`src/rtl/shift_sequencer.sv`:
```
// Sequencer in front of the 32-bit combinational shifter: latches a request, drives the
// shifter for one or two passes, and holds the registered result for writeback.
module shift_sequencer #(
    parameter int WIDTH = 32,
    parameter int SHW   = 5
) (
    input  logic             CLK,
    input  logic             N_RST,
    input  logic             IN_VALID,
    output logic             IN_READY,
    input  logic [WIDTH-1:0] A,
    input  logic [SHW-1:0]   AMT,
    input  logic [2:0]       OP,
    output logic [WIDTH-1:0] SH_IN,
    output logic [SHW-1:0]   SH_SHFT,
    output logic [1:0]       SH_SEL,
    output logic             SH_ARITH,
    input  logic [WIDTH-1:0] SH_OUT,
    output logic             OUT_VALID,
    input  logic             OUT_READY,
    output logic [WIDTH-1:0] RESULT
);

    typedef enum logic [1:0] {
        S_IDLE  = 2'd0,
        S_PASS1 = 2'd1,
        S_PASS2 = 2'd2,
        S_DONE  = 2'd3
    } state_e;

    typedef enum logic [2:0] {
        OP_SLL    = 3'd0,
        OP_SRL    = 3'd1,
        OP_SRA    = 3'd2,
        OP_SEXT8  = 3'd3,
        OP_SEXT16 = 3'd4,
        OP_ROL    = 3'd5,
        OP_ROR    = 3'd6,
        OP_RSVD   = 3'd7
    } op_e;

    typedef enum logic [1:0] {
        SEL_LEFT   = 2'd0,
        SEL_RIGHT  = 2'd1,
        SEL_SEXT8  = 2'd2,
        SEL_SEXT16 = 2'd3
    } sel_e;

    typedef struct packed {
        logic [WIDTH-1:0] in;
        logic [SHW-1:0]   shft;
        sel_e             sel;
        logic             arith;
    } sh_ctrl_t;

    state_e           state_q, state_d;
    op_e              op_q, op_d;
    logic [WIDTH-1:0] a_q, a_d;
    logic [SHW-1:0]   amt_q, amt_d;
    logic [WIDTH-1:0] acc_q, acc_d;
    sh_ctrl_t         sh;
    logic             is_rotate;

    assign is_rotate = (op_q == OP_ROL) || (op_q == OP_ROR);

    // NOTE: every signal written here gets a default first, so no path leaves one
    // unassigned and no latch is inferred.
    always_comb begin
        state_d   = state_q;
        op_d      = op_q;
        a_d       = a_q;
        amt_d     = amt_q;
        acc_d     = acc_q;
        sh        = '0;
        IN_READY  = 1'b0;
        OUT_VALID = 1'b0;

        unique case (state_q)
            S_IDLE: begin
                IN_READY = 1'b1;
                if (IN_VALID) begin
                    a_d     = A;
                    amt_d   = AMT;
                    // The reserved encoding is folded to SLL at capture time.
                    op_d    = (op_e'(OP) == OP_RSVD) ? OP_SLL : op_e'(OP);
                    state_d = S_PASS1;
                end
            end

            S_PASS1: begin
                sh.in   = a_q;
                sh.shft = amt_q;
                case (op_q)
                    OP_SLL:    sh.sel = SEL_LEFT;
                    OP_SRL:    sh.sel = SEL_RIGHT;
                    OP_SRA: begin
                        sh.sel   = SEL_RIGHT;
                        sh.arith = 1'b1;
                    end
                    OP_SEXT8:  sh.sel = SEL_SEXT8;
                    OP_SEXT16: sh.sel = SEL_SEXT16;
                    OP_ROL:    sh.sel = SEL_LEFT;
                    OP_ROR:    sh.sel = SEL_RIGHT;
                    default:   sh.sel = SEL_LEFT;
                endcase
                acc_d   = SH_OUT;
                state_d = (is_rotate && (amt_q != '0)) ? S_PASS2 : S_DONE;
            end

            S_PASS2: begin
                // Second half of a rotate: shift the other way by (WIDTH - AMT) mod WIDTH.
                sh.in   = a_q;
                sh.shft = ~amt_q + 1'b1;
                sh.sel  = (op_q == OP_ROL) ? SEL_RIGHT : SEL_LEFT;
                acc_d   = acc_q | SH_OUT;
                state_d = S_DONE;
            end

            S_DONE: begin
                OUT_VALID = 1'b1;
                if (OUT_READY) begin
                    state_d = S_IDLE;
                end
            end

            default: state_d = S_IDLE;
        endcase
    end

    // NOTE: state registers use non-blocking assignments so every flop samples the
    // pre-edge value of its neighbours, matching the hardware.
    always_ff @(posedge CLK) begin
        if (!N_RST) begin
            state_q <= S_IDLE;
            op_q    <= OP_SLL;
            a_q     <= '0;
            amt_q   <= '0;
            acc_q   <= '0;
        end else begin
            state_q <= state_d;
            op_q    <= op_d;
            a_q     <= a_d;
            amt_q   <= amt_d;
            acc_q   <= acc_d;
        end
    end

    assign SH_IN    = sh.in;
    assign SH_SHFT  = sh.shft;
    assign SH_SEL   = sh.sel;
    assign SH_ARITH = sh.arith;
    assign RESULT   = acc_q;

endmodule

```
`config.mk`:
```
export PLATFORM = sky130hd
export DESIGN_NAME = shift_sequencer
export DESIGN_NICKNAME = d
export VERILOG_FILES = /design/src/rtl/shift_sequencer.sv
export SDC_FILE = /design/constraint.sdc
export NUM_CORES = 1
export LEC_CHECK = 0
export CAP_MARGIN = 20
export CELL_PAD_IN_SITES_DETAIL_PLACEMENT = 1
export CELL_PAD_IN_SITES_GLOBAL_PLACEMENT = 1
export CORE_ASPECT_RATIO = 0.8
export CORE_MARGIN = 2
export CORE_UTILIZATION = 28
export CTS_CLUSTER_DIAMETER = 100
export CTS_CLUSTER_SIZE = 12
export DETAILED_ROUTE_END_ITERATION = 10
export PLACE_DENSITY = 0.78
export RECOVER_POWER = 50
export SYNTH_ARGS = -nofsm -noshare
export SYNTH_HDL_FRONTEND = slang
export SYNTH_SLANG_ARGS = --single-unit
```
`constraint.sdc`:
```
create_clock -name CLK -period 2 [get_ports CLK]
set_input_delay 0.3 -clock CLK [delete_from_list [all_inputs] [get_ports CLK]]
set_output_delay 0.3 -clock CLK [all_outputs]
set_load 0.02 [all_outputs]
```
[Yosys cells after proc, flatten, opt, wreduce, memory -nomap -nowiden]
Index checks and enable logic that the tools add are counted.
Storage, ports and cells
  output and inout bits: 74
  word-level logic and storage cells: 41
  bits of input ports: 76
  bits in registers: 74
Operators by class
  muxes and demuxes: 13
  reductions and logical operators: 8
  equal/unequal tests: 12
  bitwise operators: 2
  add/subtract/negate cells: 1
Operators by type and width (number)
  39-bit one-hot mux with 2 select lines: 1
  32-bit one-hot mux with 2 select lines: 1
  32-bit bitwise OR: 1
  3-bit == test, second input constant: 4
  2-bit one-hot mux with 4 select lines: 1
  3-bit by 2-bit == test with 1-bit output, second input constant: 2
  1-bit 2-to-1 mux: 6
  2-bit one-hot mux with 3 select lines: 1
  5-bit by 1-bit adder with 5-bit output, second input constant: 1
  5-bit NOT: 1
  5-bit nonzero test: 1
  2-bit == test, second input constant: 2
  2-bit 2-to-1 mux: 2
  2-bit inequality test, second input constant: 2
  2-bit AND reduction: 2
  3-bit by 1-bit == test with 1-bit output, second input constant: 1
  3-bit 2-to-1 mux: 1
  3-bit OR reduction: 1
  2-bit by 1-bit == test with 1-bit output, second input constant: 1
  2-bit logical NOT: 1
  2-bit nonzero test: 1
  1-bit logical AND: 1
  1-bit logical OR: 1

[Longest topological paths before layout]
Gate-level depths: netlist of run 1.
  word-level depth: 5
  gate-level depth with buffers: 7
  gate-level depth less buffers: 6

[Least setup slack after synthesis of run 1]
OpenSTA, ideal clock, no wires.
  path type: register to output
  start: register state_q[0]
  end: output SH_SEL[0]
  required time: 1700 ps
  stages on the path, launching flop included: 7
  setup slack: 184 ps
  buffers on the path: 2
  arrival time: 1516 ps
  cell sequence: dfxtp_1 > inv_1 > ha_1 > buf_2 > clkbuf_1 > nand2_1 > o22ai_1
On the way
  cells in the longest elaborated chain, start to end: 2
  elaborated cells between the ends (all ways): 3
  those cells by class: 2 x eq/ne; 1 x mux
RTL lines
  start, declared: RTL line 56  | state_e state_q, state_d;
  start signal, assigned: RTL line 140  | state_q <= state_d;
  2-bit == test / 2-bit by 1-bit == test with 1-bit output (equally long branches): RTL line 78  | unique case (state_q)
  39-bit one-hot mux with 2 select lines (*): RTL line 78
  end, declared: RTL line 16  | output logic [1:0] SH_SEL,
Mark *: on every way between the ends. The rest lies on a longest branch, timed or not.

[Worst setup path in the final report of run 1]
  start: register state_q[1]
  end: output SH_IN[26]
On the way
  cells in the longest elaborated chain, start to end: 2
  elaborated cells between the ends (all ways): 3
  those cells by class: 2 x eq/ne; 1 x mux
RTL lines
  2-bit == test / 2-bit by 1-bit == test with 1-bit output (equally long branches): RTL line 78
  39-bit one-hot mux with 2 select lines (*): RTL line 78
  end, declared: RTL line 14  | output logic [WIDTH-1:0] SH_IN,
Marked as above.

==> flow_metrics.tcl, run 1 <==
set metrics [dict create \
    hold_viol_final 0 \
    period_minus_slack_ns 1.99 \
    io_buffers 149 \
    max-vdd-ir-drop_mv 0.569 \
    vias 3166 \
    outcome "finished, final reports clean" \
    synth.avg_cell_area_sq_um 8.10 \
    antenna_found_initial 0 \
    fmax_ghz 0.503 \
    synth.area.top_cells "dfxtp_1 (48%), nand2_1 (10%), a22oi_1 (8.6%)" \
    cts_inserted_buffers 9 \
    synth_adder_area_share_pct 2.46 \
    die_w_um 121 \
    fin_crit_sh_pct 99.4 \
    synth-compound-area-share_pct 18.0 \
    layoutNonFillerInstCount 680 \
    yosysSeqAreaShare_pct 48.5 \
    dp_hpwl_um 7040 \
    synth-xor-area-share_pct 0.287 \
    grt_max_degree 48 \
    drive_gt1_share_pct 18.1 \
    fin_total_pwr_uw 7560 \
    grt_pass1_wl_um 16500 \
    cts.clk_slew.worst_paths_ns 0.06 \
    power_density_nw_per_um2 1500 \
    place_inst 662 \
    wl_per_cell_um 14.9 \
    std_cell_rows 34 \
    crit_type "flip-flop to primary output" \
    r2r_setup_slack_ns 0.17 \
    syn_area_sq_um 3060 \
    core_sq_um 10800 \
    fillers 1297 \
    cts.sinks 74 \
    postLayoutCoreUtil_pct 47.0 \
    p_leak_uw 0.00205 \
    worstReg2RegEnd "RESULT[16]" \
    cap_violations 0 \
    rsz0062_at_grt "true" \
    htreeDepth 3 \
    reg2reg_depth 7 \
    hp-class "flip-flop to flip-flop" \
    startpoint "state_q[1]" \
    timing.rr.start "state_q[1]" \
    io_pins 150 \
    setup_viol 0 \
    synth-simple-area-share_pct 25.6 \
    drv_slew 0 \
    cp-end-kind "primary output" \
    cp_max_fo 18 \
    ys_warn_count 0 \
    synth_top_family_by_area "simple AND/OR/NAND/NOR gates" \
    die_y_um 97.4 \
    cts_root_buf "clkbuf_16" \
    max_slew_margin_pct 45.3 \
    grt_use_met2_pct 28.9 \
    grtUsageMet1_pct 22.0 \
    clock_path_buffers 2 \
    top_usage_layer "met2" \
    clock_skew_ns 0.00386 \
    grt.total_usage_pct 17.6 \
    globalplace.congestion 0.697 \
    layout.nets 612 \
    synth_top_area_share_pct 48.5 \
    tritoncts "done" \
    first_iter_violations 115 \
    async_flop_share_pct 0 \
    overflow 0 \
    drc_errors 0 \
    dr.pass1.iters 4 \
    muxShareOfSynthArea_pct 0 \
    grt_pass1_vias 3309 \
    ys.flop_type "dfxtp_1" \
    ys_seq_elements 74 \
    start_util_pct 28.4 \
    dieArea_sq_um 11800 \
    drt_wl_total_um 10100 \
    insertion_delay_ns 0.33 \
    met3_usage_pct 5.40 \
    start_kind "flip-flop" \
    cp-endpoint "SH_IN[26]" \
    synthCells 377 \
    cp.arrival_ns 1.69 \
    crit_required_ns 1.70 \
    worst_slew_pin_slew_ns 0.820 \
    area_growth_syn_to_layout_pct 65.5 \
    postRouteAntennaNets 0 \
    viasPerCell 4.66 \
    ctsHoldBuffers 0 \
    ys_types 29 \
    synth_edf_count 0 \
    synth_top_area_cell "dfxtp_1" \
    synth_nets 459 \
]
## cells in the final DEF, fill, tap and decap left out, types with 2 or more instances in the layout
cell             instances
nand3b_1                 2
buf_12                   3
a22oi_1                 33
dfxtp_1                 70
buf_2                   30
nand3_1                  6
inv_1                    3
ha_4                     4
clkbuf_16                9
a21o_1                   2
buf_4                   20
nor2_1                  33
dfxtp_2                  4
inv_2                    5
and2_1                  31
nand2_1                 83
clkbuf_2                 2
ha_1                     2
nand2b_1                 3
nor2b_1                  3
buf_6                    6
dlygate4sd3_1            7
a21oi_1                 44
a22oi_2                  2
clkbuf_1                 2
and2_4                   2
clkdlybuf4s50_1        102
## sequential cells by signal (all words and copies together) (netlist names)
name,count
state_q,2
amt_q,5
a_q,32
op_q,3
RESULT,32
## worst min-delay path by stage
stage                  from      end  slack, ns  cells past startpoint
floorplan            a_q[0]   a_q[0]       0.43                      2
global placement     a_q[6]   a_q[6]       0.44                      2
detailed placement   a_q[3]   a_q[3]       0.45                      2
CTS                  a_q[3]   a_q[3]       0.45                      2
global route         a_q[3]   a_q[3]       0.47                      2
finish              a_q[21]  a_q[21]       0.45                      2
## synthesized netlist by cell type (all sizes together) (6+ instances only)
master and number:
and2 34, dfxtp 74, clkbuf 17, inv 8, a22oi 35, ha 6, nor2 33, nand3 6
a21oi 44, buf 13, nand2 83
## per-layer routing
layer,routed length (um),share of wire [%],vias up
li1,-,-,1559
met3,535,5.3,17
met2,4720,47,89
met5,0,0,-
met4,209,2.1,0
met1,4630,46,1501
## cells by family (layout without fill, tap and decap cells)
kind of cell / count (synthesis) / count (layout)
AOI/OAI and AO/OA: 87 / 87
xor gates and xnor gates: 1 / 1
adders and majority gates: 6 / 6
buffers and inverters: 38 / 196
DFF: 74 / 74
other: 0 / 1
and+or+nand+nor: 171 / 171
## stage by stage
stage / setup TNS, ns / area, sq um / hold WS (ns) / setup WS [ns]
2_1_floorplan: 0 / 3060 / 0.432 / 0.184
3_3_place_gp: -2.76 / 4810 / 0.438 / -0.0953
3_5_place_dp: -5.34 / 4810 / 0.445 / -0.163
4_1_cts: -0.00228 / 5020 / 0.453 / -0.00228
5_1_grt: -0.920 / 5050 / 0.474 / -0.0458
6_report: 0 / 5060 / 0.452 / 0.0128
## what timing repair did
item / CTS / global route
buffers inserted: 0 / 0
gates cloned: 1 / 0
endpoints found under the setup margin: 40 / 39
resized for setup: 178 / 20
endpoints found under the hold margin: 0 / 0
pin swaps: 4 / 2
## worst max-delay path, cell delays in order, from the launching register on
cell and delay (ns):
dfxtp_2 0.33, buf_4 0.13, ha_4 0.17, o21a_4 0.24
buf_12 0.15, and2_1 0.17, buf_2 0.16
## power by group
| part | leakage [uW] | total [uW] | internal (uW) | switching, uW |
|---|---|---|---|---|
| clock | 0.000143 | 1610 | 1000 | 607 |
| sequential | 0.000608 | 2170 | 1920 | 249 |
| combinational | 0.00130 | 3780 | 1700 | 2080 |
## cell type report
| class | instances | area (sq um) | area share (%) |
|---|---|---|---|
| Timing Repair Buffer | 172 | 1570 | 31.0 |
| Multi-Input combinational cell | 265 | 1490 | 29.5 |
| Sequential cell | 74 | 1490 | 29.4 |
| Clock buffer | 12 | 246 | 4.87 |
| Tap cell | 144 | 180 | 3.56 |
| Clock inverter | 4 | 51.3 | 1.01 |
| Inverter | 8 | 30.0 | 0.594 |
| Antenna cell | 1 | 2.50 | 0.0495 |
Note: power is estimated with default switching activity, not from simulation.
==> run 2, diff against run 1 <==
--- a/config.mk
+++ b/config.mk
@@ -14,7 +14,8 @@
 export CTS_CLUSTER_DIAMETER = 100
 export CTS_CLUSTER_SIZE = 12
 export DETAILED_ROUTE_END_ITERATION = 10
-export PLACE_DENSITY = 0.78
+export MAX_ROUTING_LAYER = met4
+export PLACE_DENSITY_LB_ADDON = 0.1
 export RECOVER_POWER = 50
 export SYNTH_ARGS = -nofsm -noshare
 export SYNTH_HDL_FRONTEND = slang
==> flow_metrics.tcl, run 2 (same netlist as run 1, synthesis figures left out) <==
set metrics [dict create \
    outcome "finished, violations left" \
    violations "negative setup slack" \
    grt.total_usage_pct 18.6 \
    p_comb_share_pct 49.3 \
    power_switching_uw 3050 \
    place_inst 660 \
    cts.clk_slew.worst_paths_ns 0.06 \
    dieArea_sq_um 11800 \
    fmax_ghz 0.491 \
    sequentialPowerShare_pct 26.6 \
    grt_pass1_wl_um 16600 \
    tritoncts "done" \
    wl_per_cell_um 15.4 \
    crit_required_ns 1.70 \
    holdWs_ns 0.450 \
    first_iter_violations 131 \
    start_kind "flip-flop" \
    cts_root_buf "clkbuf_16" \
    cts_inserted_buffers 9 \
    antenna_found_initial 0 \
    layout.nets 615 \
    power_density_nw_per_um2 1540 \
    p_int_uw 5130 \
    drt_wl_total_um 10500 \
    final_area_sq_um 5330 \
    insertion_delay_ns 0.34 \
    die_w_um 121 \
    std_cell_rows 34 \
    wl_met3_um 710 \
    p_leak_uw 0.00212 \
    cts.sinks 74 \
    clkPwrFrac_pct 24.1 \
    clock_skew_ns 0.00650 \
    io_buffers 149 \
    wl_met2_um 5050 \
    period_minus_slack_ns 2.04 \
    cp-end-kind "primary output" \
    postRouteAntennaNets 0 \
    io_pins 150 \
    core_sq_um 10800 \
    swShare_pct 37.2 \
    layoutNonFillerInstCount 682 \
    diodes 0 \
    crit_type "flip-flop to primary output" \
    dp_hpwl_um 6910 \
    hp-class "flip-flop to flip-flop" \
    max_slew_margin_pct 44.0 \
    viasPerCell 4.62 \
    cp_max_fo 9 \
    grt_max_degree 74 \
    postLayoutCoreUtil_pct 49.5 \
    vias 3150 \
    globalplace.congestion 0.751 \
    drv_slew 0 \
    dpl_cell_area_sq_um 4800 \
    hold_viol_final 0 \
    drc_errors 0 \
    grt_pass1_vias 3251 \
    cp.arrival_ns 1.74 \
    htreeDepth 3 \
    cap_violations 0 \
    layout_commonest_cell "clkdlybuf4s50_1" \
    rsz0062_at_grt "true" \
    drive_gt1_share_pct 22.1 \
    topRoutingLayerUsed "met4" \
    clock_path_buffers 2 \
    setup_viol 18 \
    area_growth_syn_to_layout_pct 74.4 \
    fin_crit_sh_pct 102 \
    max-vdd-ir-drop_mv 0.558 \
    start_util_pct 28.4 \
    setup_slack_ns -0.0373 \
    final_cell_mix "clkdlybuf4s50_1 (109), nand2_1 (83), dfxtp_1 (70)" \
    ctsHoldBuffers 0 \
    fillers 1245 \
    die_y_um 97.4 \
    dr.pass1.iters 4 \
    setup-tns-final_ns -0.358 \
    wirelength_met1_um 4600 \
    worst_slew_pin_slew_ns 0.839 \
    overflow 0 \
]
-- run 2: cell count changes in the layout (fill, tap and decap cells not counted), sizes merged --
cell	delta
clkdlybuf4s50	+7
dlygate4sd3	-7
buf	+3
bufinv	+3
clkbuf	-2
clkdlybuf4s15	-1
diode	-1
-- run 2: worst max-delay path: stages, from the launching register on --
cell     delay (ns)
dfxtp_2        0.34
inv_2          0.06
buf_6          0.12
ha_4           0.16
o21a_4         0.25
buf_12         0.16
and2_1         0.17
buf_2          0.16
-- run 2: worst paths after layout --
kind	startpoint	to	slack, ns	cells after the start
worst max-delay path	state_q[1]	SH_IN[0]	-0.04	7
worst min register to register	a_q[25]	a_q[25]	0.45	2
worst min-delay path	a_q[25]	a_q[25]	0.45	2
worst max register to register	state_q[0]	op_q[2]	0.19	6
-- run 2: metal layers --
| layer | track usage, % | vias up |
|---|---|---|
| li1 | - | 1563 |
| met1 | 22.7 | 1499 |
| met2 | 28.7 | 77 |
| met3 | 6.69 | 11 |
| met4 | 5.99 | 0 |
| met5 | - | - |
-- run 2: layout make-up --
cell class	count	area, sq um	area share, %
timing repair buffer	175	1710	32.1
multi-input combinational	265	1550	29.1
sequential	74	1490	27.9
clock buffer	9	225	4.23
tap	144	180	3.38
clock inverter	7	141	2.65
inverter	8	32.5	0.611
-- run 2: power groups by stage --
| stage | sequential (uW) | clock, uW | combinational, uW |
|---|---|---|---|
| after floorplan | 2470 | 0 | 1760 |
| after global placement | 2150 | 0 | 3570 |
| after detailed placement | 2180 | 0 | 3650 |
| after CTS | 2170 | 2020 | 3990 |
| after global routing | 2240 | 2090 | 4420 |
| final | 2170 | 1970 | 4040 |
-- run 2: timing repair --
action / in CTS / in global routing
pin swaps: 5 / 10
resized for setup: 211 / 40
cloned: 2 / 1
setup buffers: 1 / 2
setup endpoints to repair: 40 / 40
-- run 2: stage by stage --
stage               total power [uW]  worst slack [ns]
CTS                             8190           -0.0378
finish                          8180           -0.0373
floorplan                       4230             0.184
global placement                5730            -0.103
global route                    8750           -0.0806
detailed placement              5830            -0.159
